## src/rtl/stream_packet_arbiter.sv

```systemverilog
// Round-robin arbiter merging NP framed valid/ready streams into one registered
// output stream; a grant is held for a whole packet so packets never interleave.
module stream_packet_arbiter #(
    parameter int DW = 8,
    parameter int NP = 3,
    parameter int IW = 2
) (
    input  logic             clk,
    input  logic             rst_n,
    input  logic [NP*DW-1:0] stream_s_data_i,
    input  logic [NP-1:0]    stream_s_valid_i,
    input  logic [NP-1:0]    stream_s_last_i,
    output logic [NP-1:0]    stream_s_ready_o,
    output logic [DW-1:0]    stream_m_data_o,
    output logic             stream_m_valid_o,
    output logic             stream_m_last_o,
    output logic [IW-1:0]    stream_m_id_o,
    input  logic             stream_m_ready_i
);

    localparam int PW = (NP > 1) ? $clog2(NP) : 1;

    typedef enum logic [0:0] {
        ST_IDLE = 1'b0,
        ST_BUSY = 1'b1
    } state_t;

    state_t        state_r;
    state_t        state_nxt_s;
    logic [PW-1:0] ptr_r;
    logic [PW-1:0] ptr_nxt_s;
    logic [PW-1:0] lock_r;
    logic [PW-1:0] lock_nxt_s;
    logic [PW-1:0] gnt_s;
    logic [PW-1:0] cand_s;
    logic          gnt_vld_s;
    logic          pipe_ready_s;
    logic          accept_s;
    logic          gnt_last_s;
    logic [DW-1:0] gnt_data_s;

    logic [DW-1:0] data_r;
    logic          valid_r;
    logic          last_r;
    logic [IW-1:0] id_r;

    assign pipe_ready_s = ~valid_r | stream_m_ready_i;

    // Grant selection: locked port while busy, else first valid port after ptr.
    // The search runs from the farthest candidate down so the nearest one wins.
    always_comb begin
        gnt_s     = '0;
        gnt_vld_s = 1'b0;
        cand_s    = '0;
        if (state_r == ST_BUSY) begin
            gnt_s     = lock_r;
            gnt_vld_s = 1'b1;
        end else begin
            for (int i = NP; i >= 1; i--) begin
                cand_s    = PW'((int'(ptr_r) + i) % NP);
                gnt_s     = stream_s_valid_i[cand_s] ? cand_s : gnt_s;
                gnt_vld_s = gnt_vld_s | stream_s_valid_i[cand_s];
            end
        end
    end

    // Ready goes only to the granted port, and never while reset is held.
    always_comb begin
        stream_s_ready_o = '0;
        if (gnt_vld_s && rst_n) begin
            stream_s_ready_o[gnt_s] = pipe_ready_s;
        end else begin
            stream_s_ready_o = '0;
        end
    end

    assign gnt_data_s = stream_s_data_i[int'(gnt_s)*DW +: DW];
    assign gnt_last_s = stream_s_last_i[gnt_s];
    assign accept_s   = gnt_vld_s & stream_s_valid_i[gnt_s] & stream_s_ready_o[gnt_s];

    // Packet framing state machine: next state, lock and round-robin pointer.
    always_comb begin
        state_nxt_s = state_r;
        ptr_nxt_s   = ptr_r;
        lock_nxt_s  = lock_r;
        case (state_r)
            ST_IDLE: begin
                if (accept_s && gnt_last_s) begin
                    ptr_nxt_s = gnt_s;
                end else if (accept_s) begin
                    state_nxt_s = ST_BUSY;
                    lock_nxt_s  = gnt_s;
                end else begin
                    state_nxt_s = ST_IDLE;
                end
            end
            ST_BUSY: begin
                if (accept_s && gnt_last_s) begin
                    state_nxt_s = ST_IDLE;
                    ptr_nxt_s   = lock_r;
                end else begin
                    state_nxt_s = ST_BUSY;
                end
            end
            default: begin
                state_nxt_s = ST_IDLE;
            end
        endcase
    end

    // State register; ptr resets to NP-1 so port 0 is searched first.
    always_ff @(posedge clk) begin
        if (!rst_n) begin
            state_r <= ST_IDLE;
            ptr_r   <= PW'(NP - 1);
            lock_r  <= '0;
        end else begin
            state_r <= state_nxt_s;
            ptr_r   <= ptr_nxt_s;
            lock_r  <= lock_nxt_s;
        end
    end

    // Output pipe stage: load on accept, drop valid once downstream consumes.
    always_ff @(posedge clk) begin
        if (!rst_n) begin
            data_r  <= '0;
            valid_r <= 1'b0;
            last_r  <= 1'b0;
            id_r    <= '0;
        end else if (accept_s) begin
            data_r  <= gnt_data_s;
            valid_r <= 1'b1;
            last_r  <= gnt_last_s;
            id_r    <= IW'(gnt_s);
        end else if (stream_m_ready_i) begin
            valid_r <= 1'b0;
        end else begin
            valid_r <= valid_r;
        end
    end

    assign stream_m_data_o  = data_r;
    assign stream_m_valid_o = valid_r;
    assign stream_m_last_o  = last_r;
    assign stream_m_id_o    = id_r;

endmodule

```

## config.mk

```make
export PLATFORM = sky130hd
export DESIGN_NAME = stream_packet_arbiter
export DESIGN_NICKNAME = d
export VERILOG_FILES = /design/src/rtl/stream_packet_arbiter.sv
export SDC_FILE = /design/constraint.sdc
export NUM_CORES = 1
export LEC_CHECK = 0
export CORE_MARGIN = 2
export CORE_UTILIZATION = 44
export DETAILED_ROUTE_END_ITERATION = 16
export PLACE_DENSITY_LB_ADDON = 0.12
export REMOVE_ABC_BUFFERS = 1
export SLEW_MARGIN = 5
export SYNTH_ARGS = -nofsm -noshare
export SYNTH_HDL_FRONTEND = slang
export SYNTH_SLANG_ARGS = --single-unit
```

## constraint.sdc

```tcl
create_clock -name clk -period 3.3 [get_ports clk]
set_input_delay 0.66 -clock clk [delete_from_list [all_inputs] [get_ports clk]]
set_output_delay 0.66 -clock clk [all_outputs]
set_load 0.05 [all_outputs]
```

==> flow_metrics.tcl, run 1 <==
set metrics [dict create \
    path_cells "clkdlybuf4s50_1 > buf_4 > mux2i_2 > o21ai_0 > a22oi_2 > nor3b_1 > buf_4 > buf_12" \
    syn_area_per_cell_um2 8.71 \
    grt_pass1_vias 1364 \
    status "finished, final reports clean" \
    cts_tree "done" \
    firstDrtPassIters 4 \
    final_util_pct 69.2 \
    final_max_slew_viol_count 0 \
    dieWidth_um 58.1 \
    fp-row-count 19 \
    peakVddDrop_uv 684 \
    async_flop_share_pct 0 \
    synth-seq-cells 17 \
    synthFlopType "dfxtp_1" \
    clock_sink_count 17 \
    dp_hpwl_um 2850 \
    die_h_um 58.1 \
    vias 1419 \
    crit_family "buffers and inverters" \
    yosys_warnings 0 \
    max_freq_mhz 316 \
    clockBufferDepth 2 \
    hold_path_depth 2 \
    netlist_area_mm2 0.00129 \
    overflow 0 \
    worstPathArrival_ps 2500 \
    synth_edf_count 0 \
    io_buffers 47 \
    drive_above_1_share_pct 19.4 \
    ant_nets 0 \
    seq_area_frac_synth_pct 26.4 \
    fillerInstances 242 \
    required_ps 2640 \
    synth_most_common_cell "dfxtp_1" \
    start_util_pct 46.3 \
    grt_max_degree 17 \
    crit_slowest_cell "clkdlybuf4s50_1" \
    crit_path_max_incr_delay_ps 550 \
    clkLatencyLatePin_ps 300 \
    crit_top_cell "buf_4" \
    worst_pin_slew_ps 688 \
    core_area_mm2 0.00278 \
    ioPinCount 48 \
    post_drt_via_cell_ratio 6.12 \
    yosys-top-cells-area "dfxtp_1 26%, mux2_2 7.9%, a22oi_1 5.8%" \
    drt_iter0_drc 40 \
    die_area_mm2 0.00338 \
    max_slew_margin_pct 53.9 \
    antenna_cells 0 \
    synthCells 148 \
    crit_fanout 7 \
    fin_crit_ps 3160 \
    setup_viol 0 \
    tns_ps 0 \
    ff_latch_area_um2 342 \
    multi_input_area_um2 896 \
    finalCritPeriodShare_pct 95.8 \
    clk_pin_slew_worst_paths_ps 110 \
    setup.worst_path.end_class "primary output" \
    numCtsBuffers 3 \
    cp.buffers_inverters 4 \
    start_kind "input port" \
    synth_cell_types 49 \
    yosys-top-cells-count "17 x dfxtp_1, 13 x a21oi_1, 10 x a22oi_1, 9 x mux2_2, 8 x a211oi_1" \
    syn_to_final_growth_pct 49.4 \
    p_leak_nw 0.760 \
    post_drt_wl_per_cell_um 16.3 \
    routabilityCongestion 0.925 \
    drt-total-wl_um 3780 \
    drv_cap 0 \
    h-tree-depth 1 \
    grt_pass1_wl_um 6240 \
    reg2reg_depth 10 \
    cp.depth 8 \
    p_total_mw 1.63 \
    finClkSkew_ps 10.4 \
    route.detailed.drc 0 \
    synth_top_area_share_pct 26.4 \
    antenna_found_initial 0 \
    rsz0062_at_grt "false" \
    final_nets 239 \
    power_density_mw_per_mm2 848 \
    finalHoldViolations 0 \
    clockRootBuffer "clkbuf_4" \
    synth_area_leader_cell "dfxtp_1" \
    path_class "in2out" \
    hold_class "reg2reg" \
    track_usage_pct 23.4 \
]
==> cells by family (layout without fill, tap and decap cells) <==
family | after synthesis | after routing | share of synthesized area [%]
compound gates | 56 | 56 | 32.1
simple gates | 40 | 40 | 19.0
flops | 17 | 17 | 26.4
mux | 16 | 16 | 13.3
buf+inv | 15 | 68 | 5.24
fa+ha+maj | 4 | 4 | 3.88
==> layout make-up <==
type                       instances  share of cell area (%)
clock buffer                       3                    1.17
clock inverter                     1                   0.260
inverter                           5                   0.975
multi-input combinational        116                    46.5
sequential                        17                    17.7
tap                               31                    2.01
timing repair buffer              59                    31.3
==> sequential cells by signal (all words and copies together), names as in the netlist, named ones only <==
register / flops
stream_m_id_o: 2
stream_m_valid_o: 1
ptr_r: 2
lock_r: 2
stream_m_last_o: 1
stream_m_data_o: 8
==> through the flow <==
step / hold WS, ps / cell area, µm² / worst slack, ps / instances
after floorplan: 438 / 1240 / -618 / 138
after global placement: 475 / 1870 / 89.7 / 227
after detailed placement: 477 / 1870 / -17.8 / 227
after CTS: 492 / 1900 / 14.8 / 231
after global routing: 522 / 1930 / 18.8 / 232
final: 490 / 1930 / 138 / 232
==> worst paths after layout <==
path              slack [ps]                           end                    startpoint
hold / removal           490  stream_m_last_o$_SDFFE_PN0P_  stream_m_last_o$_SDFFE_PN0P_
hold reg to reg          490  stream_m_last_o$_SDFFE_PN0P_  stream_m_last_o$_SDFFE_PN0P_
setup reg to reg         350         ptr_r[0]$_SDFFE_PN0P_         ptr_r[0]$_SDFFE_PN0P_
setup / recovery         140           stream_s_ready_o[1]           stream_s_valid_i[1]
==> what timing repair did <==
| action | in CTS | in global routing |
|---|---|---|
| buffers inserted | 0 | 1 |
| gates resized for setup | 0 | 4 |
| setup endpoints to repair | 0 | 3 |
| hold endpoints to repair | 0 | 0 |
| hold buffers | 0 | 0 |
==> cell usage in the layout (no fill, tap or decap), types with 2 or more instances in the layout <==
cell type        instances
nand2b_1                 4
inv_1                    4
o221ai_2                 2
and3_1                   4
buf_12                   4
clkdlybuf4s50_1         44
nand3b_1                 3
nand2_1                  6
ha_1                     4
nor2_1                   5
o21ai_0                  4
dfxtp_1                 16
o31ai_1                  2
and2_1                   2
a21oi_1                 13
clkbuf_4                 3
nor2b_1                  2
a211oi_1                 8
a22o_1                   2
buf_4                   11
nand3_1                  4
mux2_2                   9
a22oi_1                  9
mux2i_1                  6
==> worst register-to-register path: cells and delay by family (launching register included) <==
family | cells | cell delay [ps]
simple gates | 3 | 920
compound gates | 3 | 870
buf+inv | 3 | 390
flops | 1 | 380
fa+ha+maj | 1 | 300
==> metal layers <==
layer	GRT usage (%)	wire length [µm]
met1	31.8	1650
met2	37.8	1840
met3	5.58	258
met4	4.98	31
met5	0	0
==> where the power goes <==
group | switching [mW] | internal (mW) | total, mW
clock | 0.0711 | 0.0453 | 0.116
sequential | 0.0544 | 0.276 | 0.331
combinational | 0.667 | 0.518 | 1.19
total | 0.793 | 0.840 | 1.63
Note: power is estimated with default switching activity, not from simulation.
==> inputs of run 2 (changes only) <==
SETUP_SLACK_MARGIN = 0.3   (was not set)
==> run 2 against run 1 <==
Worst hold slack worse by 1.3 ps. Worst setup slack better by 200 ps. Register-to-register slack better by 20 ps. Clock power up 3%. Critical path depth up 1. Die area unchanged. Utilization up 5.7 points. Final cell count up 3.0%. Via count up 5.3%. Critical path type is now reg2out. Largest power group unchanged.
==> flow_metrics.tcl, run 2 (synthesis gave the netlist of run 1 again) <==
set metrics [dict create \
    hold_class "reg2reg" \
    antenna_found_initial 0 \
    ant_nets 0 \
    finalHoldViolations 0 \
    pre_cts_ws_ps -17.8 \
    required_ps 2640 \
    worst_pin_slew_ps 715 \
    fp-row-count 19 \
    crit_slowest_cell "dfxtp_2" \
    dp_cells 227 \
    fin_crit_ps 2960 \
    place_area_mm2 0.00187 \
    numCtsBuffers 3 \
    h-tree-depth 1 \
    power_density_mw_per_mm2 863 \
    route.detailed.drc 0 \
    vias 1494 \
    finClkSkew_ps 10.9 \
    final_common_cell "clkdlybuf4s50_1" \
    clockRootBuffer "clkbuf_4" \
    routabilityCongestion 0.925 \
    drt-total-wl_um 4330 \
    p_total_mw 1.80 \
    max_freq_mhz 338 \
    track_usage_pct 24.4 \
    drive_above_1_share_pct 27.4 \
    setup.worst_path.end_class "primary output" \
    core_area_mm2 0.00278 \
    crit_path_max_incr_delay_ps 380 \
    clockBufferDepth 2 \
    start_util_pct 46.3 \
    path_cells "inv_2 > ha_4 > buf_8 > nor2b_1 > a2111oi_4 > o221ai_2 > nor3b_2 > buf_4 > buf_12" \
    largest_reg_flops 8 \
    status "finished, final reports clean" \
    post_drt_via_cell_ratio 6.25 \
    grt_pass1_vias 1393 \
    dieWidth_um 58.1 \
    final_nets 246 \
    dp_hpwl_um 2850 \
    setup_viol 0 \
    drv_cap 0 \
    final_max_slew_viol_count 0 \
    peakVddDrop_uv 822 \
    rsz0062_at_grt "false" \
    layout_common_cells "41 x clkdlybuf4s50_1, 15 x dfxtp_1, 15 x buf_4" \
    crit_fanout 6 \
    syn_to_final_growth_pct 61.7 \
    die_h_um 58.1 \
    path_class "reg2out" \
    start_kind "register" \
    cts_tree "done" \
    p_leak_nw 0.804 \
    post_drt_wl_per_cell_um 18.1 \
    ioPinCount 48 \
    grt_max_degree 17 \
    worstPathArrival_ps 2300 \
    antenna_cells 0 \
    setup_slack_ps 337 \
    firstDrtPassIters 5 \
    die_area_mm2 0.00338 \
    overflow 0 \
    fin_area_mm2 0.00208 \
    io_buffers 47 \
    fin_cells 239 \
    finalCritPeriodShare_pct 89.8 \
    max_slew_margin_pct 52.2 \
    clkLatencyLatePin_ps 310 \
    clk_pin_slew_worst_paths_ps 110 \
    drt_iter0_drc 66 \
    grt_pass1_wl_um 6470 \
    clock_sink_count 17 \
    tns_ps 0 \
]
==> run 2: cell count changes in the layout (fill, tap and decap cells not counted), sizes merged <==
cell,change
buf,+6
dlygate4sd2,+3
clkbuf,+1
clkdlybuf4s50,-3
==> run 2: per-layer routing <==
metal	up-vias	share of wire, %	global-route usage [%]
met5	-	0	0
met4	0	1.1	5.65
met3	8	6.7	5.58
met2	73	50	39.3
met1	712	42	33.3
li1	701	-	-
==> run 2: final timing paths <==
| path | depth (start not counted) | startpoint | to | slack (ps) |
|---|---|---|---|---|
| hold reg to reg | 2 | stream_m_last_o$_SDFFE_PN0P_ | stream_m_last_o$_SDFFE_PN0P_ | 490 |
| setup / recovery | 9 | ptr_r[0]$_SDFFE_PN0P_ | stream_s_ready_o[1] | 340 |
| setup reg to reg | 11 | ptr_r[0]$_SDFFE_PN0P_ | ptr_r[0]$_SDFFE_PN0P_ | 370 |
| hold / removal | 2 | stream_m_last_o$_SDFFE_PN0P_ | stream_m_last_o$_SDFFE_PN0P_ | 490 |
==> run 2: timing repair <==
action                                  in CTS  in global routing
cloned                                       0                  1
endpoints found under the setup margin       5                 15
resized for setup                           13                 13
buffers inserted                             4                  3
hold buffers                                 0                  0
pin swaps                                    3                  5
==> run 2: stage by stage <==
step / utilization [%] / hold WS (ps)
2_1_floorplan: - / 438
3_3_place_gp: 67.4 / 475
3_5_place_dp: 67.4 / 477
4_1_cts: 71.0 / 492
5_1_grt: 74.9 / 522
6_report: 74.9 / 489
==> run 2: area by class of cell <==
class,instances,area (µm²)
Tap cell,31,38.8
Inverter,5,18.8
Timing Repair Buffer,66,681
Clock buffer,3,22.5
Clock inverter,1,5.00
Fill cell,208,698
Sequential cell,17,343
Multi-Input combinational cell,116,975
==> run 2: critical path: cells and delay by family, from the launching register on <==
| family | cells | cell delay (ps) |
|---|---|---|
| compound gates | 2 | 540 |
| buf+inv | 4 | 480 |
| flops | 1 | 380 |
| fa+ha+maj | 1 | 300 |
| simple gates | 2 | 270 |
==> run 2: where the power goes <==
part           switching, mW  internal [mW]
sequential            0.0563          0.277
combinational          0.733          0.612
clock                 0.0743         0.0453
total                  0.863          0.934
==> inputs of run 3 (changes only) <==
CORE_ASPECT_RATIO = 1.25   (was not set)
CORE_UTILIZATION = 46   (was 44)
CTS_BUF_LIST = sky130_fd_sc_hd__clkbuf_2   (was not set)
==> run 3 against run 2 <==
Clock-buffer cell count grew 1. Global-route usage shrank 1.0 points. Combinational power shrank 5%. Non-clock buffer count shrank 2. First-iteration DRC count shrank 26%. Sequential share of layout area grew 0.51 points. Register-to-register slack gained 100 ps. Worst hold slack gained 2.7 ps. Final cell count grew 0.42%. Clock power shrank 19%. Utilization grew 0.50 points. Critical endpoint is now stream_s_ready_o[0].
==> flow_metrics.tcl, run 3 (synthesis gave the netlist of run 1 again) <==
set metrics [dict create \
    ant_nets 0 \
    firstDrtPassIters 5 \
    numCtsBuffers 3 \
    die_h_um 63.2 \
    drv_cap 0 \
    final_common_cell "clkdlybuf4s50_1" \
    drive_above_1_share_pct 24.3 \
    clockRootBuffer "clkbuf_2" \
    grt_pass1_wl_um 6070 \
    layout_common_cells "41 x clkdlybuf4s50_1, 15 x dfxtp_1, 15 x buf_4" \
    start_kind "register" \
    setup_viol 0 \
    finalCritPeriodShare_pct 90.3 \
    drt-total-wl_um 3830 \
    hold_class "reg2reg" \
    path_class "reg2out" \
    fin_crit_ps 2980 \
    dp_hpwl_um 2790 \
    required_ps 2640 \
    antenna_cells 0 \
    antenna_found_initial 0 \
    core_area_mm2 0.00268 \
    use_met1_pct 25.9 \
    setup.worst_path.end_class "primary output" \
    busiest_layer "met2" \
    final_nets 244 \
    status "finished, final reports clean" \
    fp-row-count 21 \
    clkLatencyLatePin_ps 310 \
    final_max_slew_viol_count 0 \
    power_density_mw_per_mm2 836 \
    grt_pass1_vias 1454 \
    start_util_pct 48.1 \
    syn_to_final_growth_pct 56.8 \
    largest_reg_flops 8 \
    track_usage_pct 23.4 \
    drt_iter0_drc 49 \
    peakVddDrop_uv 572 \
    dieWidth_um 51.3 \
    route.detailed.drc 0 \
    io_buffers 47 \
    grt_use_met3_pct 2.84 \
    cts_tree "done" \
    h-tree-depth 1 \
    vias 1415 \
    die_area_mm2 0.00324 \
    crit_fanout 4 \
    clk_pin_slew_worst_paths_ps 160 \
    p_total_mw 1.69 \
    clockBufferDepth 2 \
    routabilityCongestion 0.830 \
    finClkSkew_ps 11.1 \
    max_slew_margin_pct 58.6 \
    worstPathArrival_ps 2320 \
    hold_slack_ps 492 \
    grt_max_degree 13 \
    fillerInstances 220 \
    overflow 0 \
    finalHoldViolations 0 \
    worst_pin_slew_ps 618 \
    rsz0062_at_grt "true" \
    clock_sink_count 17 \
    ioPinCount 48 \
    post_drt_wl_per_cell_um 16.0 \
    grtUsageMet2_pct 44.0 \
    max_freq_mhz 336 \
    p_leak_nw 0.792 \
    post_drt_via_cell_ratio 5.90 \
]
-- run 3: cell count changes in the layout (fill, tap and decap cells not counted), moves of 2 or more --
cell      previous run  this run
clkbuf_4             3         0
clkbuf_2             0         4
and3_4               3         1
o221ai_2             3         1
o221ai_1             0         2
and3_1               2         4
-- run 3: path summary, 6_finish.rpt --
path,startpoint,endpoint,slack [ps],depth (start not counted)
max,ptr_r[0]$_SDFFE_PN0P_,stream_s_ready_o[0],320,8
min,lock_r[0]$_SDFFE_PN0P_,lock_r[0]$_SDFFE_PN0P_,490,2
max reg2reg,ptr_r[0]$_SDFFE_PN0P_,stream_m_data_o[3]$_SDFFE_PN0P_,470,12
min reg2reg,lock_r[0]$_SDFFE_PN0P_,lock_r[0]$_SDFFE_PN0P_,490,2
-- run 3: repair_timing --
item / in CTS / in global routing
setup buffers: 4 / 1
resized for setup: 9 / 10
setup endpoints to repair: 3 / 12
hold buffers: 0 / 0
pin swaps: 0 / 4
gates cloned: 0 / 1
-- run 3: power by group --
part | switching, mW | internal [mW] | total, mW | leakage (nW)
logic | 0.699 | 0.566 | 1.27 | 0.636
registers | 0.0495 | 0.277 | 0.326 | 0.140
clock network | 0.0652 | 0.0321 | 0.0973 | 0.0166
-- run 3: worst max-delay path, cell delays in order, from the launching register on --
cell	delay (ps)
dfxtp_2	360
buf_4	140
ha_1	250
nor2b_1	230
o221ai_2	180
buf_4	190
a22o_2	270
and3_1	230
buf_12	160
-- run 3: final cells by class --
| type | instances | area (µm²) | share of cell area (%) |
|---|---|---|---|
| timing repair buffer | 64 | 649 | 32.1 |
| inverter | 5 | 18.8 | 0.929 |
| tap | 34 | 42.5 | 2.11 |
| sequential | 17 | 343 | 17.0 |
| clock buffer | 4 | 20.0 | 0.991 |
| multi-input combinational | 116 | 947 | 46.9 |
-- run 3: metrics by stage --
step | std cells | utilization, % | cell area (µm²) | setup TNS (ps) | setup slack [ps]
after floorplan | 138 | - | 1240 | -1250 | -618
after global placement | 230 | 69.6 | 1870 | 0 | 79.8
after detailed placement | 230 | 69.6 | 1870 | 0 | 68.7
after CTS | 238 | 72.1 | 1930 | 0 | 266
after global routing | 240 | 75.4 | 2020 | 0 | 257
final | 240 | 75.4 | 2020 | 0 | 320
-- run 3: routing by layer --
metal  wire length, µm  up-vias  part of all wire (%)
li1                  -      690                     -
met3               210        5                   5.5
met5                 0        -                     0
met2              2020       59                    53
met1              1550      661                    40
met4                47        0                   1.2
